$ cat src/rtl/alu_pkg.sv
// alu_pkg: opcode/funct3 encodings and the internal ALU operation set shared by decode and execute.
package alu_pkg;

    localparam logic [6:0] OP_IMM    = 7'b0010011;
    localparam logic [6:0] OP        = 7'b0110011;
    localparam logic [6:0] LOAD      = 7'b0000011;
    localparam logic [6:0] STORE     = 7'b0100011;
    localparam logic [6:0] OP_IMM_32 = 7'b0011011;
    localparam logic [6:0] OP_32     = 7'b0111011;

    localparam logic [2:0] F3_ADD  = 3'b000;
    localparam logic [2:0] F3_SLL  = 3'b001;
    localparam logic [2:0] F3_SLT  = 3'b010;
    localparam logic [2:0] F3_SLTU = 3'b011;
    localparam logic [2:0] F3_XOR  = 3'b100;
    localparam logic [2:0] F3_SR   = 3'b101;
    localparam logic [2:0] F3_OR   = 3'b110;
    localparam logic [2:0] F3_AND  = 3'b111;

    localparam logic [6:0] F7_ALT = 7'b0100000;

    typedef enum logic [3:0] {
        ALU_ADD, ALU_SUB, ALU_SLL, ALU_SLT, ALU_SLTU, ALU_XOR, ALU_SRL, ALU_SRA,
        ALU_OR, ALU_AND, ALU_ADDW, ALU_SUBW, ALU_SLLW, ALU_SRLW, ALU_SRAW
    } alu_op_e;

    function automatic alu_op_e base_op(input logic [2:0] f3, input logic sub, input logic sra);
        case (f3)
            F3_ADD:  base_op = sub ? ALU_SUB : ALU_ADD;
            F3_SLL:  base_op = ALU_SLL;
            F3_SLT:  base_op = ALU_SLT;
            F3_SLTU: base_op = ALU_SLTU;
            F3_XOR:  base_op = ALU_XOR;
            F3_SR:   base_op = sra ? ALU_SRA : ALU_SRL;
            F3_OR:   base_op = ALU_OR;
            default: base_op = ALU_AND;
        endcase
    endfunction

    function automatic alu_op_e word_op(input alu_op_e op);
        case (op)
            ALU_SUB: word_op = ALU_SUBW;
            ALU_SLL: word_op = ALU_SLLW;
            ALU_SRL: word_op = ALU_SRLW;
            ALU_SRA: word_op = ALU_SRAW;
            default: word_op = ALU_ADDW;
        endcase
    endfunction

endpackage

$ cat src/rtl/alu_decode.sv
// alu_decode: maps {opcode, funct3, funct7} to an ALU op, word flag and illegal flag.
// RV64 word opcodes decode only when ALU_WORD_OPS_EN is defined; otherwise they are illegal.
module alu_decode
    import alu_pkg::*;
(
    input  logic [6:0] i_opcode,
    input  logic [2:0] i_func3,
    input  logic [6:0] i_func7,
    output alu_op_e    o_op,
    output logic       o_word,
    output logic       o_illegal
);

    always_comb begin
        o_op = base_op(i_func3, 1'b0, i_func7[5]);
        o_word = 1'b0;
        o_illegal = 1'b0;
        case (i_opcode)
            OP_IMM: ;
            OP: begin
                o_op = base_op(i_func3, i_func7[5], i_func7[5]);
                o_illegal = !(i_func7 == 7'b0 || (i_func7 == F7_ALT && (i_func3 == F3_ADD || i_func3 == F3_SR)));
            end
            LOAD, STORE: o_op = ALU_ADD;
`ifdef ALU_WORD_OPS_EN
            OP_IMM_32: begin
                o_op = word_op(base_op(i_func3, 1'b0, i_func7[5]));
                o_word = 1'b1;
                o_illegal = !(i_func3 inside {F3_ADD, F3_SLL, F3_SR});
            end
            OP_32: begin
                o_op = word_op(base_op(i_func3, i_func7[5], i_func7[5]));
                o_word = 1'b1;
                o_illegal = !(i_func3 inside {F3_ADD, F3_SLL, F3_SR}) ||
                            !(i_func7 == 7'b0 || (i_func7 == F7_ALT && i_func3 != F3_SLL));
            end
`endif
            default: o_illegal = 1'b1;
        endcase
    end

endmodule

$ cat src/rtl/alu_pipe.sv
// alu_pipe: two-stage valid/ready integer ALU (S1 = decoded op + operands, S2 = result + illegal).
// Word ops come from alu_decode under ALU_WORD_OPS_EN and are rejected here unless XLEN is 64.
module alu_pipe
    import alu_pkg::*;
#(
    parameter int XLEN = 64
) (
    input  logic            clk,
    input  logic            rst,
    input  logic            in_valid,
    output logic            in_ready,
    input  logic [6:0]      opcode,
    input  logic [2:0]      func3,
    input  logic [6:0]      func7,
    input  logic [XLEN-1:0] a,
    input  logic [XLEN-1:0] b,
    output logic            out_valid,
    input  logic            out_ready,
    output logic [XLEN-1:0] out,
    output logic            illegal
);

    localparam int SW = $clog2(XLEN);

    alu_op_e   w_dec_op;
    logic      w_dec_word;
    logic      w_dec_illegal;
    alu_op_e   r_op;
    logic      r_word;
    logic      r_ill;
    logic [XLEN-1:0] r_a;
    logic [XLEN-1:0] r_b;
    logic      r_s1_valid;
    logic      r_s2_valid;
    logic [XLEN-1:0] r_out;
    logic      r_illegal;
    logic      w_s2_adv;
    logic      w_s1_adv;
    logic      w_in_fire;
    logic [SW-1:0]   w_sh;
    logic [4:0]      w_sh32;
    logic [XLEN-1:0] w_full;
    logic [31:0]     w_w32;
    logic signed [XLEN-1:0] w_sext;
    logic [XLEN-1:0] w_res;

    alu_decode u_decode (
        .i_opcode (opcode),
        .i_func3  (func3),
        .i_func7  (func7),
        .o_op     (w_dec_op),
        .o_word   (w_dec_word),
        .o_illegal(w_dec_illegal)
    );

    assign w_s2_adv  = !r_s2_valid || out_ready;
    assign w_s1_adv  = r_s1_valid && w_s2_adv;
    assign in_ready  = !rst && (!r_s1_valid || w_s1_adv);
    assign w_in_fire = in_valid && in_ready;
    assign out_valid = r_s2_valid;
    assign out       = r_out;
    assign illegal   = r_illegal;

    always_ff @(posedge clk) begin
        if (w_in_fire) begin
            r_op   <= w_dec_op;
            r_word <= w_dec_word;
            r_ill  <= w_dec_illegal || (w_dec_word && XLEN != 64);
            r_a    <= a;
            r_b    <= b;
        end
    end

    assign w_sh   = r_b[SW-1:0];
    assign w_sh32 = r_b[4:0];

    always_comb begin
        w_full = '0;
        w_w32 = '0;
        case (r_op)
            ALU_ADD:  w_full = r_a + r_b;
            ALU_SUB:  w_full = r_a - r_b;
            ALU_SLL:  w_full = r_a << w_sh;
            ALU_SLT:  w_full = XLEN'($signed(r_a) < $signed(r_b));
            ALU_SLTU: w_full = XLEN'(r_a < r_b);
            ALU_XOR:  w_full = r_a ^ r_b;
            ALU_SRL:  w_full = r_a >> w_sh;
            ALU_SRA:  w_full = $signed(r_a) >>> w_sh;
            ALU_OR:   w_full = r_a | r_b;
            ALU_AND:  w_full = r_a & r_b;
            ALU_ADDW: w_w32 = r_a[31:0] + r_b[31:0];
            ALU_SUBW: w_w32 = r_a[31:0] - r_b[31:0];
            ALU_SLLW: w_w32 = r_a[31:0] << w_sh32;
            ALU_SRLW: w_w32 = r_a[31:0] >> w_sh32;
            ALU_SRAW: w_w32 = $signed(r_a[31:0]) >>> w_sh32;
            default:  w_full = '0;
        endcase
        w_sext = $signed(w_w32);
        w_res = r_ill ? '0 : r_word ? w_sext : w_full;
    end

    // S2 reloads whenever S1 hands over, so an output transfer and a refill share one edge
    always_ff @(posedge clk) begin
        if (rst) begin
            r_s1_valid <= 1'b0;
            r_s2_valid <= 1'b0;
            r_out      <= '0;
            r_illegal  <= 1'b0;
        end else begin
            if (w_in_fire) r_s1_valid <= 1'b1;
            else if (w_s1_adv) r_s1_valid <= 1'b0;
            if (w_s2_adv) r_s2_valid <= r_s1_valid;
            if (w_s1_adv) begin
                r_out     <= w_res;
                r_illegal <= r_ill;
            end
        end
    end

endmodule

$ cat config.mk
export PLATFORM = sky130hd
export DESIGN_NAME = alu_pipe
export DESIGN_NICKNAME = d
export VERILOG_FILES = /design/src/rtl/alu_pkg.sv /design/src/rtl/alu_decode.sv /design/src/rtl/alu_pipe.sv
export SDC_FILE = /design/constraint.sdc
export NUM_CORES = 1
export LEC_CHECK = 0
export BUFFER_PORTS_ARGS = -buffer_cell sky130_fd_sc_hd__buf_4
export CAP_MARGIN = 40
export CORE_MARGIN = 1.5
export CORE_UTILIZATION = 35
export CTS_CLUSTER_DIAMETER = 40
export DETAILED_ROUTE_END_ITERATION = 6
export HOLD_SLACK_MARGIN = 0.15
export PLACE_DENSITY = 0.62
export SYNTH_ARGS = -nofsm -noshare
export SYNTH_HDL_FRONTEND = slang
export SYNTH_SLANG_ARGS = --single-unit
$ cat constraint.sdc
create_clock -name clk -period 5.7 [get_ports clk]
set_input_delay 0 -clock clk [delete_from_list [all_inputs] [get_ports clk]]
set_output_delay 0 -clock clk [all_outputs]
set_load 0.1 [all_outputs]
# [After elaboration in Yosys (flattened, before gate mapping)]
# Index checks and enable logic that the tools add are counted.
# Widths: inputs -> output; s select.
[word_totals] latch_bits=0 out_inout_bits=67 rom_bits=0 memories=0 mem_bits_rw=0 ff_bits=200
[op_classes] n_shift=3 muxes=10 order_cmp=2 n_addsub=2 n_div=0 eq_ne=20 bitwise_logic=3 multipliers=0 n_reduce_logical=18
[ops] cell="$pmux 64 s10" n=1
[ops] cell="$lt 64x64->1" n=2
[ops] cell="$add 64x64->64" n=1
[ops] cell="$and 64x64->64" n=1
[ops] cell="$mux 64" n=1
[ops] cell="$or 64x64->64" n=1
[ops] cell="$shl 64x6->64" n=1
[ops] cell="$shr 64x6->64" n=1
[ops] cell="$sshr 64x6->64" n=1
[ops] cell="$sub 64x64->64" n=1
[ops] cell="$xor 64x64->64" n=1
[ops] cell="$pmux 4 s7" n=2
[ops] cell="$eq 7x6->1 const B" n=3
[ops] cell="$eq 4x3->1 const B" n=4
[ops] cell="$eq 3x3->1 const B" n=3
[ops] cell="$eq 4x2->1 const B" n=2
[ops] cell="$eq 4x4->1 const B" n=2
[ops] cell="$pmux 4 s2" n=1
[ops] cell="$eq 7x2->1 const B" n=1
[ops] cell="$eq 7x5->1 const B" n=1
[ops] cell="$logic_not 7->1" n=1
[ops] cell="$eq 3x2->1 const B" n=2
[ops] cell="$eq 4x1->1 const B" n=1
[ops] cell="$logic_and 1x1->1" n=4
[ops] cell="other kinds (10)" n=19

# [Logic depth before layout (Yosys ltp)]
[logic_depth] word_depth=7 ltp_mapped=18

# [By module]
# From an unflattened synthesis, not the netlist that was laid out.
[hier_totals] hier_cells=3968 hier_area_um2=30626.9
[by_module_without_submodules] module="alu_pipe" area_each_um2=30455.5 cells_each=3941 n_inst=1 seq_area_each_um2=5365.1
[by_module_without_submodules] module="alu_decode" area_each_um2=171.4 cells_each=27 n_inst=1 seq_area_each_um2=0.0

# [Least setup slack after synthesis]
# OpenSTA, ideal clock, no wires.
[synth_path] path_type="register to register" start="register r_s2_valid, in the netlist out_valid" end="register r_a[0], enable pin" path_slack_ns=-0.497 setup_time_ns=0.506 arrival_time_ns=5.691 path_stages_with_launch=4 t_required_ns=5.194 period_less_slack_ns=6.197 path_cell_list="dfxtp_1 -> nor2b_1 -> a21oi_1 -> and2_1"
[synth_between] elab_chain_len=6
[synth_lines] element="start, declared" line_no="alu_pipe.sv:34" text="logic r_s2_valid;"
[synth_lines] element="start signal, assigned" line_no="alu_pipe.sv:112" text="if (w_s2_adv) r_s2_valid <= r_s1_valid;"
[synth_lines] element="$logic_not 1->1" line_no="alu_pipe.sv:56" text="assign w_s2_adv = !r_s2_valid || out_ready;"
[synth_lines] element="$logic_or 1x1->1" line_no="alu_pipe.sv:56"
[synth_lines] element="$logic_and 1x1->1" line_no="alu_pipe.sv:57" text="assign w_s1_adv = r_s1_valid && w_s2_adv;"
[synth_lines] element="$logic_or 1x1->1" line_no="alu_pipe.sv:58" text="assign in_ready = !rst && (!r_s1_valid || w_s1_adv);"
[synth_lines] element="$logic_and 1x1->1" line_no="alu_pipe.sv:58"
[synth_lines] element="via in_ready" line_no="alu_pipe.sv:11" text="output logic in_ready,"
[synth_lines] element="$logic_and 1x1->1" line_no="alu_pipe.sv:59" text="assign w_in_fire = in_valid && in_ready;"
[synth_lines] element="via w_in_fire" line_no="alu_pipe.sv:39" text="logic w_in_fire;"
[synth_lines] element="end signal, assigned" line_no="alu_pipe.sv:69" text="r_a <= a;"
[synth_lines] element="end, declared" line_no="alu_pipe.sv:31" text="logic [XLEN-1:0] r_a;"
# The timed path passes the listed nets, and every way through them passes these cells.
# A chain may end at the register's enable or synchronous reset.

# [Worst setup path in the final report]
[layout_path] start="register r_b[3]" end="register r_out[46], in the netlist out[46]"
[layout_between] elab_chain_len=3 elab_cells_between_ends=7 cone_classes="2 x add/sub; 3 x shift; 2 x mux"
[layout_lines] element="start, declared" line_no="alu_pipe.sv:32" text="logic [XLEN-1:0] r_b;"
[layout_lines] element="start signal, assigned" line_no="alu_pipe.sv:70" text="r_b <= b;"
[layout_lines] element="$sub 64x64->64, or another cell as far along" line_no="alu_pipe.sv:82" text="ALU_SUB: w_full = r_a - r_b;"
[layout_lines] element="$pmux 64 s10 (*)" line_no="alu_pipe.sv:80" text="case (r_op)"
[layout_lines] element="$mux 64 (*)" line_no="alu_pipe.sv:99" text="w_res = r_ill ? '0 : r_word ? w_sext : w_full;"
[layout_lines] element="end signal, assigned" line_no="alu_pipe.sv:114" text="r_out <= w_res;"
[layout_lines] element="end, declared" line_no="alu_pipe.sv:35" text="logic [XLEN-1:0] r_out;"
# Every way passes the cells marked *; elsewhere a longest branch is shown, timed or not.

==> impl_results.md <==
* Status: complete, but fails checks
* Failing checks: design-rule violations
* Crit end category: flip-flop
* # setup viols final at 0
* Netlist Area Pre-Place at about 26000 sq um
* Number of global-route vias before repair at 27.8k
* Post-CTS sizing at 0
* CP Launch Type: flip-flop
* Dominant synthesized flop cell: edfxtp_1
* Per-cell routed wire length at around 30 um
* Pin count of the biggest net entering global routing at ~130
* Hold Fails Final Rpt at 0
* Post-Route WL at 138 mm
* Post-layout util at 0.418
* #FFs+latches synth at 200
* Complex-gate fraction of the synthesized area at 0.266
* Initial DRC count at between 4k and 5k
* Row count at 100
* Crit path DAT at ~5.2 ns
* Slew Limit Fails at 0
* TritonCTS Buffers at 17
* H-tree Lvls at 4
* Synthesis warning total at 0
* Fillers at around 7.6k
* Minimum clock period at 4.84 ns
* Max clock buf depth at 2
* Clk root buf: clkbuf_16
* Antenna violations before repair at 9
* Hpwl dp at roughly 110 mm
* Worst VDD drop at 211 uV
* Crit share post-route at 0.849
* Hold Crit Class: input pin to flip-flop
* Clk_skew at 0.0152 ns
* Grt total ovfl at 0
* Largest family of logic cells by synthesized area: compound AO/OA/AOI/OAI gates
* Clk Latency, worst-skew pair at about 0.53 ns
* CTS tree: done
* Crit Path Class: flip-flop to flip-flop
* Synth Area in Simple Gates at 0.181
* Initial core utilization at 0.354
* Slew headroom at 0.301
* DR vias/cell at 6.48
* Pleak at around 0.013 uW
* DRC Markers at 4
* Die height at around 280 um
* Syn Area/Cell at 7.96 sq um
* Post-Synthesis Net Count at 3661
* Post-Synthesis Cells at between 3k and 4k
* Nets at between 3k and 4k
* Vias at 29.5k
* F_max at between 200 and 250 MHz
* Worst-Margin Slew at between 1 and 1.5 ns
* Post-Synth XOR/XNOR Area at 0.0143
* Library cells used by synthesis at 92
* Clock sink total at 200
* GRT Total Usage at 0.351
* PwrDens at roughly 170 nW/um^2
* Share of layout cells above drive strength 1 at 0.148
* Port-buffer cells at 215
* Final antenna-violating net count at 0
* CP Data Required Time at 6.09 ns
* Area grow syn2layout at 17.9%
* MaxCap Viol Count at 0
* Post-synthesis mux area share at 0.166
* Synth Area in Adders at 0.0955
* Die area at ~77000 sq um
* Number of detailed-route iterations in the first pass at 7
* First-pass GRT wire length at between 150 and 200 mm
* CP max FO at 14
* I/O pin count at 216
* Reg clk slew, reported paths at 0.09 ns
* Fraction of registers with async set/reset at 0
* CORE AREA at about 74000 sq um
* Final TNS setup at 0 ns
* Routability cong. at about 1.1
* RSZ-0062 raised after global routing: false
* Die Wd at ~280 um
* EDFF count, synth at roughly 130
* Seq/Total Area, Yosys at 0.202
## flip-flops by register name (all words and copies together) (netlist names)
name,flops
r_s1_valid,1
r_op,4
r_a,64
illegal,1
r_ill,1
r_b,64
out_valid,1
out,64
## worst max-delay path: stages (launching register included)
cell	delay (ns)
edfxtp_1	0.79
clkinv_2	0.19
ha_1	0.45
o21ai_0	0.15
o21ai_0	0.17
o21ai_0	0.20
o21ai_0	0.72
a31oi_1	0.29
o31ai_1	0.61
a21boi_0	0.49
mux2i_1	0.22
a221oi_1	0.33
a211oi_1	0.09
## through the flow
step	cell area [sq um]	total power (uW)	cells	setup WS [ns]	hold slack (ns)
after floorplan	26400	2910	3312	0.909	0.0989
after global routing	31100	5310	4549	0.641	0.188
after global placement	28800	3610	4345	1.24	0.178
final	31100	5150	4551	0.859	0.187
after detailed placement	28900	3600	4355	1.15	0.179
after CTS	31100	5100	4542	1.12	0.150
## area by class of cell
type	instances	area, sq um	area share
antenna	6	15.0	0.000483
clock buffer	18	429	0.0138
clock inverter	14	181	0.00584
inverter	208	785	0.0252
multi-input combinational	2655	19100	0.615
sequential	200	5340	0.172
tap	969	1210	0.0390
timing repair buffer	481	4030	0.130
## logic make-up (layout without fill, tap and decap cells)
group	after synthesis	after routing
AO/OA/AOI/OAI	1087	1087
flip-flops	200	200
multiplexers	263	263
adder cells (fa/ha/maj)	200	200
buffers and inverters	457	721
XOR/XNOR	43	43
AND/OR/NAND/NOR	1062	1062
other	0	6
## layout by cell type (no fill, tap or decap), types with 63 or more instances in the layout
master         count
a211oi_1          63
a21oi_1          324
nor2_1           422
mux4_2           105
edfxtp_1         133
nand2_1          282
inv_1            203
buf_4            308
nor3_1            76
dfxtp_1           67
ha_1             198
o21ai_0          240
mux2i_1          108
dlygate4sd3_1    155
## power by group
group / internal (uW) / switching, uW
combinational: 729 / 1330
sequential: 1610 / 87.1
clock: 703 / 689
total: 3040 / 2110
## metal layers
| metal | global-route usage | share of wire | vias to the layer above |
|---|---|---|---|
| met1 | 0.441 | 0.38 | 14100 |
| met2 | 0.510 | 0.42 | 2100 |
| met5 | 0 | 0.00040 | - |
| li1 | - | - | 12900 |
| met3 | 0.0801 | 0.11 | 451 |
| met4 | 0.292 | 0.096 | 10 |
## cell usage after synthesis (all sizes together), types with 15 or more instances
| cell type | count | area share |
|---|---|---|
| nor3 | 79 | 0.015 |
| nand3 | 54 | 0.010 |
| a211o | 17 | 0.0056 |
| o2111ai | 19 | 0.0063 |
| inv | 207 | 0.029 |
| mux2i | 108 | 0.041 |
| o31ai | 24 | 0.0068 |
| edfxtp | 133 | 0.15 |
| a22oi | 35 | 0.010 |
| o21ai | 247 | 0.047 |
| nor2b | 27 | 0.0064 |
| o21bai | 35 | 0.010 |
| a211oi | 64 | 0.018 |
| a21oi | 325 | 0.062 |
| or2 | 15 | 0.0036 |
| xnor2 | 33 | 0.011 |
| nand2 | 282 | 0.040 |
| nand2b | 29 | 0.0069 |
| a21o | 43 | 0.012 |
| mux2 | 26 | 0.011 |
| dfxtp | 67 | 0.051 |
| nand4 | 37 | 0.0088 |
| mux4 | 129 | 0.11 |
| o22ai | 19 | 0.0045 |
| a31oi | 28 | 0.0069 |
| a221oi | 54 | 0.018 |
| or3 | 24 | 0.0057 |
| o221ai | 16 | 0.0053 |
| nor4 | 24 | 0.0057 |
| and3 | 15 | 0.0036 |
| nor2 | 423 | 0.060 |
| buf | 92 | 0.023 |
| clkbuf | 157 | 0.023 |
| ha | 198 | 0.094 |
| o211ai | 38 | 0.011 |
## worst paths after layout
check	to	cells after the start	start	slack [ns]
worst max-delay path	out[46]	12	r_b[3]	0.86
worst min-delay path	r_a[29]	2	a[29]	0.19
worst max register to register	out[46]	12	r_b[3]	0.86
worst min register to register	out[3]	2	out[3]	0.45
## repair_timing
item                                    in CTS  in global routing
endpoints found under the hold margin      150                  0
endpoints found under the setup margin       0                  0
buffers inserted                             0                  0
hold buffers                               155                  0
No activity file was read; power rests on OpenSTA's default activity.
